File: config.mk
export PLATFORM = sky130hd
export DESIGN_NAME = gba_line_capture_flat
export DESIGN_NICKNAME = d
export VERILOG_FILES = /design/src/rtl/gba_line_capture_if.sv /design/src/rtl/gba_line_capture.sv /design/src/flat_wrapper.sv
export SDC_FILE = /design/constraint.sdc
export NUM_CORES = 1
export LEC_CHECK = 0
export CAP_MARGIN = 20
export CORE_AREA = 2 2 102 104
export DETAILED_ROUTE_END_ITERATION = 7
export DIE_AREA = 0 0 104 106
export GPL_TIMING_DRIVEN = 0
export PLACE_DENSITY_LB_ADDON = 0.08
export SETUP_SLACK_MARGIN = 0.02
export SLEW_MARGIN = 20
export SYNTH_ARGS = -nofsm -noshare
export SYNTH_HDL_FRONTEND = slang
export SYNTH_SLANG_ARGS = --single-unit
File: constraint.sdc
create_clock -name pxl_clk_i -period 7.45 [get_ports pxl_clk_i]
set_clock_uncertainty 0.05 [all_clocks]
set_input_delay 1.1175 -clock pxl_clk_i [delete_from_list [all_inputs] [get_ports pxl_clk_i]]
set_output_delay 1.1175 -clock pxl_clk_i [all_outputs]
set_load 0.02 [all_outputs]
File: src/rtl/gba_line_capture_if.sv
// rtl/gba_line_capture_if.sv - GBA LCD capture bus: GBA pins, reader request, line-memory write and status
interface gba_line_capture_if;
    logic        gba_dclk;
    logic        gba_hsync;
    logic        gba_vsync;
    logic [14:0] gba_data;
    logic        next_line;
    logic        mem_wr_en;
    logic [9:0]  mem_wr_addr;
    logic [23:0] mem_wr_data;
    logic [1:0]  cur_slot;
    logic        same_line;
    logic        new_frame;
    logic        pxl_err;

    modport master (
        output gba_dclk, gba_hsync, gba_vsync, gba_data, next_line,
        input  mem_wr_en, mem_wr_addr, mem_wr_data, cur_slot, same_line, new_frame, pxl_err
    );

    modport slave (
        input  gba_dclk, gba_hsync, gba_vsync, gba_data, next_line,
        output mem_wr_en, mem_wr_addr, mem_wr_data, cur_slot, same_line, new_frame, pxl_err
    );
endinterface

File: src/rtl/gba_line_capture.sv
// rtl/gba_line_capture.sv - GBA LCD line capture into a four-slot line memory
module gba_line_capture #(
    parameter int H_PIXELS    = 240,
    parameter int V_LINES     = 160,
    parameter int SYNC_STAGES = 2
) (
    input  logic              pxl_clk_i,
    input  logic              rst_n_i,
    gba_line_capture_if.slave bus
);
    typedef enum logic [1:0] {IDLE, ACTIVE, DONE} state_t;

    localparam logic [7:0] H_LAST = 8'(H_PIXELS - 1);
    localparam logic [7:0] H_END  = 8'(H_PIXELS);
    localparam logic [7:0] V_LAST = 8'(V_LINES - 1);
    localparam logic [7:0] V_END  = 8'(V_LINES);

    // {vsync, hsync, dclk, data} share one chain so data stays aligned with its strobe
    logic [SYNC_STAGES-1:0][17:0] sync_q;
    logic [SYNC_STAGES:0][17:0]   sync_chain;
    logic [17:0]                  sync_last;
    logic [2:0]                   ctl_prev_q;
    logic                         dclk_rise_q;
    logic                         hs_fall_q;
    logic                         vs_fall_q;
    logic [14:0]                  pix_q;

    assign sync_chain = {sync_q, bus.gba_vsync, bus.gba_hsync, bus.gba_dclk, bus.gba_data};
    assign sync_last  = sync_q[SYNC_STAGES-1];

    always_ff @(posedge pxl_clk_i) begin
        if (!rst_n_i) begin
            sync_q      <= '0;
            ctl_prev_q  <= '0;
            dclk_rise_q <= 1'b0;
            hs_fall_q   <= 1'b0;
            vs_fall_q   <= 1'b0;
            pix_q       <= '0;
        end else begin
            sync_q      <= sync_chain[SYNC_STAGES-1:0];
            ctl_prev_q  <= sync_last[17:15];
            dclk_rise_q <= sync_last[15] & ~ctl_prev_q[0];
            hs_fall_q   <= ~sync_last[16] & ctl_prev_q[1];
            vs_fall_q   <= ~sync_last[17] & ctl_prev_q[2];
            pix_q       <= sync_last[14:0];
        end
    end

    state_t      state_q;
    logic [7:0]  x_q, wr_line_q, rd_line_q;
    logic [1:0]  wr_slot_q, cur_slot_q;
    logic        err_q, new_frame_q;
    logic        cap_vld_q;
    logic [9:0]  cap_addr_q;
    logic [23:0] cap_rgb_q;
    logic        mem_wr_en_q;
    logic [9:0]  mem_wr_addr_q;
    logic [23:0] mem_wr_data_q;

    logic        active, pix_ok, pix_long, hs_short, line_done;
    logic        same_line, advance, overrun, err_d;
    logic [7:0]  x_d, wr_line_d, rd_line_d;
    logic [1:0]  wr_slot_d, cur_slot_d;
    logic [23:0] rgb;

    always_comb begin
        active    = (state_q == ACTIVE);
        // an hsync edge landing on the same cycle as a dot clock edge wins; that pixel is dropped
        pix_ok    = active && dclk_rise_q && !hs_fall_q && (x_q < H_END);
        pix_long  = active && dclk_rise_q && !hs_fall_q && (x_q == H_END);
        hs_short  = active && hs_fall_q && (x_q != 8'd0) && (x_q < H_END);
        line_done = hs_short || (pix_ok && (x_q == H_LAST));
        same_line = (({1'b0, rd_line_q} + 9'd1) >= {1'b0, wr_line_q}) || (rd_line_q == V_LAST);
        advance   = bus.next_line && !same_line;

        x_d = x_q;
        if (hs_fall_q) begin
            x_d = 8'd0;
        end else if (pix_ok) begin
            x_d = x_q + 8'd1;
        end
        wr_line_d  = line_done ? wr_line_q + 8'd1 : wr_line_q;
        rd_line_d  = advance ? rd_line_q + 8'd1 : rd_line_q;
        wr_slot_d  = line_done ? wr_slot_q + 2'd1 : wr_slot_q;
        cur_slot_d = advance ? cur_slot_q + 2'd1 : cur_slot_q;
        overrun    = line_done && (wr_slot_d == (cur_slot_d - 2'd1));
        err_d      = err_q | pix_long | hs_short | overrun;
        rgb        = {pix_q[4:0], pix_q[4:2], pix_q[9:5], pix_q[9:7], pix_q[14:10], pix_q[14:12]};
    end

    always_ff @(posedge pxl_clk_i) begin
        if (!rst_n_i) begin
            state_q     <= IDLE;
            x_q         <= '0;
            wr_line_q   <= '0;
            rd_line_q   <= '0;
            wr_slot_q   <= '0;
            cur_slot_q  <= '0;
            err_q       <= 1'b0;
            new_frame_q <= 1'b0;
            cap_vld_q   <= 1'b0;
            cap_addr_q  <= '0;
            cap_rgb_q   <= '0;
        end else if (vs_fall_q) begin
            state_q     <= ACTIVE;
            x_q         <= '0;
            wr_line_q   <= '0;
            rd_line_q   <= '0;
            wr_slot_q   <= '0;
            cur_slot_q  <= '0;
            new_frame_q <= 1'b0;
            cap_vld_q   <= 1'b0;
        end else begin
            x_q         <= x_d;
            wr_line_q   <= wr_line_d;
            rd_line_q   <= rd_line_d;
            wr_slot_q   <= wr_slot_d;
            cur_slot_q  <= cur_slot_d;
            err_q       <= err_d;
            new_frame_q <= line_done && (wr_line_q == 8'd0);
            cap_vld_q   <= pix_ok;
            if (pix_ok) begin
                cap_addr_q <= {wr_slot_q, x_q};
                cap_rgb_q  <= rgb;
            end
            if (active && (wr_line_d == V_END)) begin
                state_q <= DONE;
            end
        end
    end

    always_ff @(posedge pxl_clk_i) begin
        if (!rst_n_i) begin
            mem_wr_en_q   <= 1'b0;
            mem_wr_addr_q <= '0;
            mem_wr_data_q <= '0;
        end else begin
            mem_wr_en_q <= cap_vld_q;
            if (cap_vld_q) begin
                mem_wr_addr_q <= cap_addr_q;
                mem_wr_data_q <= cap_rgb_q;
            end
        end
    end

    assign bus.mem_wr_en   = mem_wr_en_q;
    assign bus.mem_wr_addr = mem_wr_addr_q;
    assign bus.mem_wr_data = mem_wr_data_q;
    assign bus.cur_slot    = cur_slot_q;
    assign bus.same_line   = same_line;
    assign bus.new_frame   = new_frame_q;
    assign bus.pxl_err     = err_q;
endmodule

File: src/flat_wrapper.sv
// flat-port wrapper written by rule: the top's interface ports become plain ports
module gba_line_capture_flat 
#(
    parameter int H_PIXELS    = 240,
    parameter int V_LINES     = 160,
    parameter int SYNC_STAGES = 2
)
  (pxl_clk_i, rst_n_i, bus_gba_dclk, bus_gba_hsync, bus_gba_vsync, bus_gba_data, bus_next_line, bus_mem_wr_en, bus_mem_wr_addr, bus_mem_wr_data, bus_cur_slot, bus_same_line, bus_new_frame, bus_pxl_err);
  gba_line_capture_if bus_i ();
  input  logic pxl_clk_i;
  input  logic rst_n_i;
  input wire logic [$bits(bus_i.gba_dclk)-1:0] bus_gba_dclk;
  input wire logic [$bits(bus_i.gba_hsync)-1:0] bus_gba_hsync;
  input wire logic [$bits(bus_i.gba_vsync)-1:0] bus_gba_vsync;
  input wire logic [$bits(bus_i.gba_data)-1:0] bus_gba_data;
  input wire logic [$bits(bus_i.next_line)-1:0] bus_next_line;
  output wire logic [$bits(bus_i.mem_wr_en)-1:0] bus_mem_wr_en;
  output wire logic [$bits(bus_i.mem_wr_addr)-1:0] bus_mem_wr_addr;
  output wire logic [$bits(bus_i.mem_wr_data)-1:0] bus_mem_wr_data;
  output wire logic [$bits(bus_i.cur_slot)-1:0] bus_cur_slot;
  output wire logic [$bits(bus_i.same_line)-1:0] bus_same_line;
  output wire logic [$bits(bus_i.new_frame)-1:0] bus_new_frame;
  output wire logic [$bits(bus_i.pxl_err)-1:0] bus_pxl_err;
  assign bus_i.gba_dclk = bus_gba_dclk;
  assign bus_i.gba_hsync = bus_gba_hsync;
  assign bus_i.gba_vsync = bus_gba_vsync;
  assign bus_i.gba_data = bus_gba_data;
  assign bus_i.next_line = bus_next_line;
  assign bus_mem_wr_en = bus_i.mem_wr_en;
  assign bus_mem_wr_addr = bus_i.mem_wr_addr;
  assign bus_mem_wr_data = bus_i.mem_wr_data;
  assign bus_cur_slot = bus_i.cur_slot;
  assign bus_same_line = bus_i.same_line;
  assign bus_new_frame = bus_i.new_frame;
  assign bus_pxl_err = bus_i.pxl_err;
  gba_line_capture #(.H_PIXELS(H_PIXELS), .V_LINES(V_LINES), .SYNC_STAGES(SYNC_STAGES)) u_core (.pxl_clk_i(pxl_clk_i), .rst_n_i(rst_n_i), .bus(bus_i));
endmodule
Yosys cells after proc, flatten, opt, wreduce, memory -nomap -nowiden --
Index checks and enable logic that the tools add are counted.
Storage, ports and cells: register bits 159, word-level logic and storage cells 75
Cells by class: add/sub/neg operators 7, magnitude comparators 2, equal/unequal tests 6, multiplexer cells 5, bitwise logic cells 11, reductions and logical operators 22
Operators with widths (count):
- == test 8 bit (second input constant) | 4
- adder 8 x 1 -> 8 bit (second input constant) | 3
- logical AND 1 bit | 12
- adder 8 x 1 -> 9 bit (second input constant) | 1
- greater-or-equal comparator 9 x 8 -> 1 bit | 1
- zero test 8 bit | 1
- < comparator 8 bit (second input constant) | 1
- two-way mux 8 bit | 1
- nonzero test 8 bit | 1
- inverter 1 bit | 5
- adder 2 x 1 -> 2 bit (second input constant) | 2
- two-way mux 2 bit | 2
- AND 1 bit | 3
- OR 1 bit | 3
- OR reduction 3 bit | 1
- == test 2 x 1 -> 1 bit (second input constant) | 1
- == test 2 bit | 1
- zero test 1 bit | 2
- logical OR 1 bit | 2
- two-way mux 1 bit | 2
- AND reduction 2 bit | 1
- nonzero test 2 bit | 1
- OR reduction 2 bit | 1
- subtractor 2 x 1 -> 2 bit (second input constant) | 1

Logic depth before layout (Yosys ltp) --
word-level depth 11, depth in mapped cells 13, mapped depth without buffers 12

Worst setup path before layout --
Ideal clock, no wire load.
kind flip-flop to output port, from reg u_core.rd_line_q[0], to out bus_same_line, data arrival time 1.835 ns, data required time 6.283 ns, slack 4.447 ns, stages on the path, launching flop included 10, path buffers 0, cells stage by stage dfxtp_1 > ha_1 > and3_1 > xor2_1 > ha_1 > a211o_1 > a21oi_1 > o21ai_0 > nand2_1 > nand2_1
Between the ends: longest elaborated chain between the ends 3, elaborated cells between the ends (all ways) 4
Ends and longest elaborated chain:
- start: declaration | line gba_line_capture.sv:50 | logic [7:0] x_q, wr_line_q, rd_line_q;
- start signal: assignment | line gba_line_capture.sv:116 | rd_line_q <= rd_line_d;
- adder 8 x 1 -> 9 bit | line gba_line_capture.sv:73 | same_line = (({1'b0, rd_line_q} + 9'd1) >= {1'b0, wr_line_q}) || (rd_line_q == V_LAST);
- greater-or-equal comparator 9 x 8 -> 1 bit | line gba_line_capture.sv:73
- logical OR 1 bit * | line gba_line_capture.sv:73
- end: declaration | line flat_wrapper.sv:21 | output wire logic [$bits(bus_i.same_line)-1:0] bus_same_line;
Every way passes the cells marked *; elsewhere a longest branch is shown, timed or not.

Worst setup path in the final report --
Same ends and word-level chain as after synthesis.

==> results.sh <==
export IMPL_setup_violations=0
export IMPL_routed_wl_mm=9.43
export IMPL_rsz0062_at_grt="false"
export IMPL_met2_usage_pct=29.7
export IMPL_ant_nets=0
export IMPL_via_per_inst=4.79
export IMPL_crit_path_end_kind="output pin"
export IMPL_drv_slew=0
export IMPL_synth_simple_area_share_pct=22.4
export IMPL_synth_adder_area_share_pct=3.02
export IMPL_required_ps=6280
export IMPL_cap_violations=0
export IMPL_synthArstFlopShare_pct=0
export IMPL_drive_above_1_share_pct=7.89
export IMPL_setup_tns_ps=0
export IMPL_grt_max_degree=17
export IMPL_tritoncts="built"
export IMPL_ys_seq_area_share_pct=52.4
export IMPL_synth_seq_cells=141
export IMPL_startpoint="u_core.rd_line_q[0]$_SDFFE_PP0P_"
export IMPL_fin_util_pct=67.3
export IMPL_die_height_um=106
export IMPL_hold_depth=1
export IMPL_place_gp_congestion=0.860
export IMPL_synth_compound_area_share_pct=7.32
export IMPL_cts_resized_gates=0
export IMPL_syn_nets=588
export IMPL_crit_type="flip-flop to output pin"
export IMPL_yosysWarnings=0
export IMPL_cts_hold_buf=0
export IMPL_placementRows=37
export IMPL_numCtsBuffers=17
export IMPL_io_pins=61
export IMPL_cts_setup_buffers=0
export IMPL_max_vdd_ir_drop_mv=0.179
export IMPL_dp_hpwl_mm=6.89
export IMPL_synth_top_family_by_area="simple AND/OR/NAND/NOR gates"
export IMPL_avgSynthCellArea_um2=9.72
export IMPL_wl_per_cell_um=12.1
export IMPL_die_x_um=104
export IMPL_layout_nets=667
export IMPL_core_area_um2=10000
export IMPL_finalHoldViolCount=0
export IMPL_dp_cells=750
export IMPL_clkLatencyLatePin_ps=510
export IMPL_antenna_found_initial=0
export IMPL_io_buffers=60
export IMPL_slew_headroom_pct=51.9
export IMPL_cp_start_kind="flip-flop"
export IMPL_cts_path_max_buffers=2
export IMPL_root_buffer="clkbuf_8"
export IMPL_first_iter_violations=108
export IMPL_dieArea_um2=11000
export IMPL_reg2reg_slack_ps=4600
export IMPL_hold_class="flip-flop to flip-flop"
export IMPL_drc=0
export IMPL_synth_edf_count=0
export IMPL_syn_inst=554
export IMPL_clock_sinks=141
export IMPL_ys_flop_type="dfxtp_1"
export IMPL_reg2reg_from="u_core.rd_line_q[0]$_SDFFE_PP0P_"
export IMPL_min_period_ps=4190
export IMPL_diodes=0
export IMPL_use_met3_pct=3.86
export IMPL_area_growth_pct=24.9
export IMPL_max_freq_ghz=0.239
export IMPL_grt_pass1_vias=3533
export IMPL_tightest_slew_ps=722
export IMPL_cellLeakagePower_nw=2.56
export IMPL_rr_worst_depth=13
export IMPL_final_cells=782
export IMPL_cts_max_level=4
export IMPL_r2r_end="u_core.rd_line_q[5]$_SDFFE_PP0P_"
export IMPL_use_met1_pct=23.5
export IMPL_grt_overflow=0
export IMPL_postPlaceCellArea_um2=6150
export IMPL_hp_start="u_core.ctl_prev_q[0]$_SDFF_PN0_"
export IMPL_firstDrtPassIters=5
export IMPL_fillers=841
export IMPL_powerDensity_nw_per_um2=239
export IMPL_ys_types=47
export IMPL_hold_end="u_core.dclk_rise_q$_SDFF_PN0_"
export IMPL_status="finished clean"
export IMPL_crit_arrival_ps=3020
export IMPL_synth_xor_area_share_pct=5.21
export IMPL_num_vias=3743
export IMPL_cp_max_fo=4
export IMPL_start_util_pct=53.8
export IMPL_grt_first_pass_wirelength_mm=16.2
export IMPL_grt_busiest_layer="met2"
export IMPL_netlist_area_um2=5380
export IMPL_grt_usage_pct=18.2
export IMPL_fin_crit_sh_pct=56.2
export IMPL_final_cell_area_um2=6730
export IMPL_synthMuxAreaShare_pct=5.30
export IMPL_clkSlewWorstSetupHoldPaths_ps=60
worst max-delay path, stage by stage, from the launching register on:
cell and delay [ps]:
dfxtp_1 390, ha_1 230, and3_1 260, nand3_1 130, xnor2_1 150, ha_1 200
a211o_1 220, a21oi_1 120, o21ai_0 130, nand2_1 90, nand2_1 50, clkdlybuf4s50_1 540
per-layer routing:
| layer | share of wire, % | wire, um |
|---|---|---|
| met4 | 1.4 | 135 |
| met2 | 46 | 4300 |
| met5 | 0 | 0 |
| met1 | 49 | 4630 |
| met3 | 3.9 | 367 |
cells in the mapped netlist (4+ instances only):
| cell | count | area (um2) |
|---|---|---|
| dfxtp_1 | 141 | 2820 |
| nand2_1 | 75 | 282 |
| and2_1 | 55 | 344 |
| nor2_1 | 35 | 131 |
| mux2i_1 | 27 | 270 |
| nor2b_1 | 27 | 169 |
| a21boi_0 | 25 | 188 |
| clkbuf_1 | 24 | 90.1 |
| xor2_1 | 17 | 149 |
| xnor2_1 | 15 | 131 |
| inv_1 | 14 | 52.6 |
| ha_1 | 13 | 163 |
| buf_4 | 9 | 67.6 |
| nand3_1 | 8 | 40.0 |
| a21oi_1 | 7 | 35.0 |
| and3_1 | 6 | 37.5 |
| nand4_1 | 6 | 37.5 |
| nor3_1 | 6 | 30.0 |
| a31oi_1 | 4 | 25.0 |
| buf_2 | 4 | 20.0 |
| nand2b_1 | 4 | 25.0 |
| o21ai_0 | 4 | 20.0 |
area by class of cell:
cell class	count	area (um2)	area share, %
clock inverters	12	125	1.86
inverters	14	52.6	0.781
repair buffers	60	601	8.93
clock buffers	20	445	6.62
multi-input cells	361	2330	34.6
well taps	136	170	2.53
flip-flops and latches	141	2820	42.0
plain buffers	38	181	2.70
per-stage QoR:
| stage | power [mW] | setup slack, ps | hold slack (ps) |
|---|---|---|---|
| floorplan | 0.805 | 4450 | 317 |
| CTS | 1.62 | 3220 | 333 |
| global route | 1.66 | 3010 | 356 |
| detailed placement | 0.822 | 3780 | 322 |
| finish | 1.60 | 3260 | 333 |
| global placement | 0.821 | 3830 | 325 |
cell usage in the layout, fill, tap and decap left out, drive strengths merged, types with 2 or more instances in the layout:
cell and instances:
clkdlybuf4s50 60, clkinv 3, mux2i 27, ha 13, and3 6, nand4 7, nand3 8, xnor2 15
and2 55, nor2 35, a21o 2, nand2 75, inv 20, o21a 2, nand2b 4, a21boi 25
buf 14, clkbuf 44, o211ai 2, nor2b 27, a31oi 4, dfxtp 141, nor4 2, o21ai 5
nor3 6, or4 2, a21oi 8, clkinvlp 2, xor2 17
registers in the layout (all words and copies together), names as in the netlist, 2 cells and up:
register,flops
u_core.state_q,2
u_core.bus.cur_slot,2
u_core.ctl_prev_q,3
u_core.bus.mem_wr_data,15
u_core.bus.mem_wr_addr,10
u_core.cap_addr_q,10
u_core.wr_slot_q,2
u_core.rd_line_q,8
u_core.pix_q,15
u_core.x_q,8
u_core.wr_line_q,8
u_core.sync_last,18
u_core.sync_chain,18
u_core.cap_rgb_q,15
power by group:
| part | leakage, nW | switching [mW] | internal [mW] |
|---|---|---|---|
| clock | 0.277 | 0.331 | 0.469 |
| sequential | 1.14 | 0.00306 | 0.766 |
| combinational | 1.14 | 0.0151 | 0.0205 |
| total | 2.56 | 0.349 | 1.26 |
how the worst max path moves through the flow:
stage / to / slack, ps / cells after the start
finish: bus_same_line / 3260 / 11
global route: bus_same_line / 3010 / 11
CTS: bus_same_line / 3220 / 11
detailed placement: bus_same_line / 3780 / 11
global placement: bus_same_line / 3830 / 11
floorplan: bus_same_line / 4450 / 9
logic make-up (layout without fill, tap and decap cells):
family | Yosys count | in the layout
AOI/OAI and AO/OA | 54 | 54
xor gates and xnor gates | 32 | 32
adders and majority gates | 13 | 13
buffers and inverters | 52 | 144
DFF | 141 | 141
muxes | 28 | 28
and+or+nand+nor | 234 | 234
Note: power is estimated with default switching activity, not from simulation.
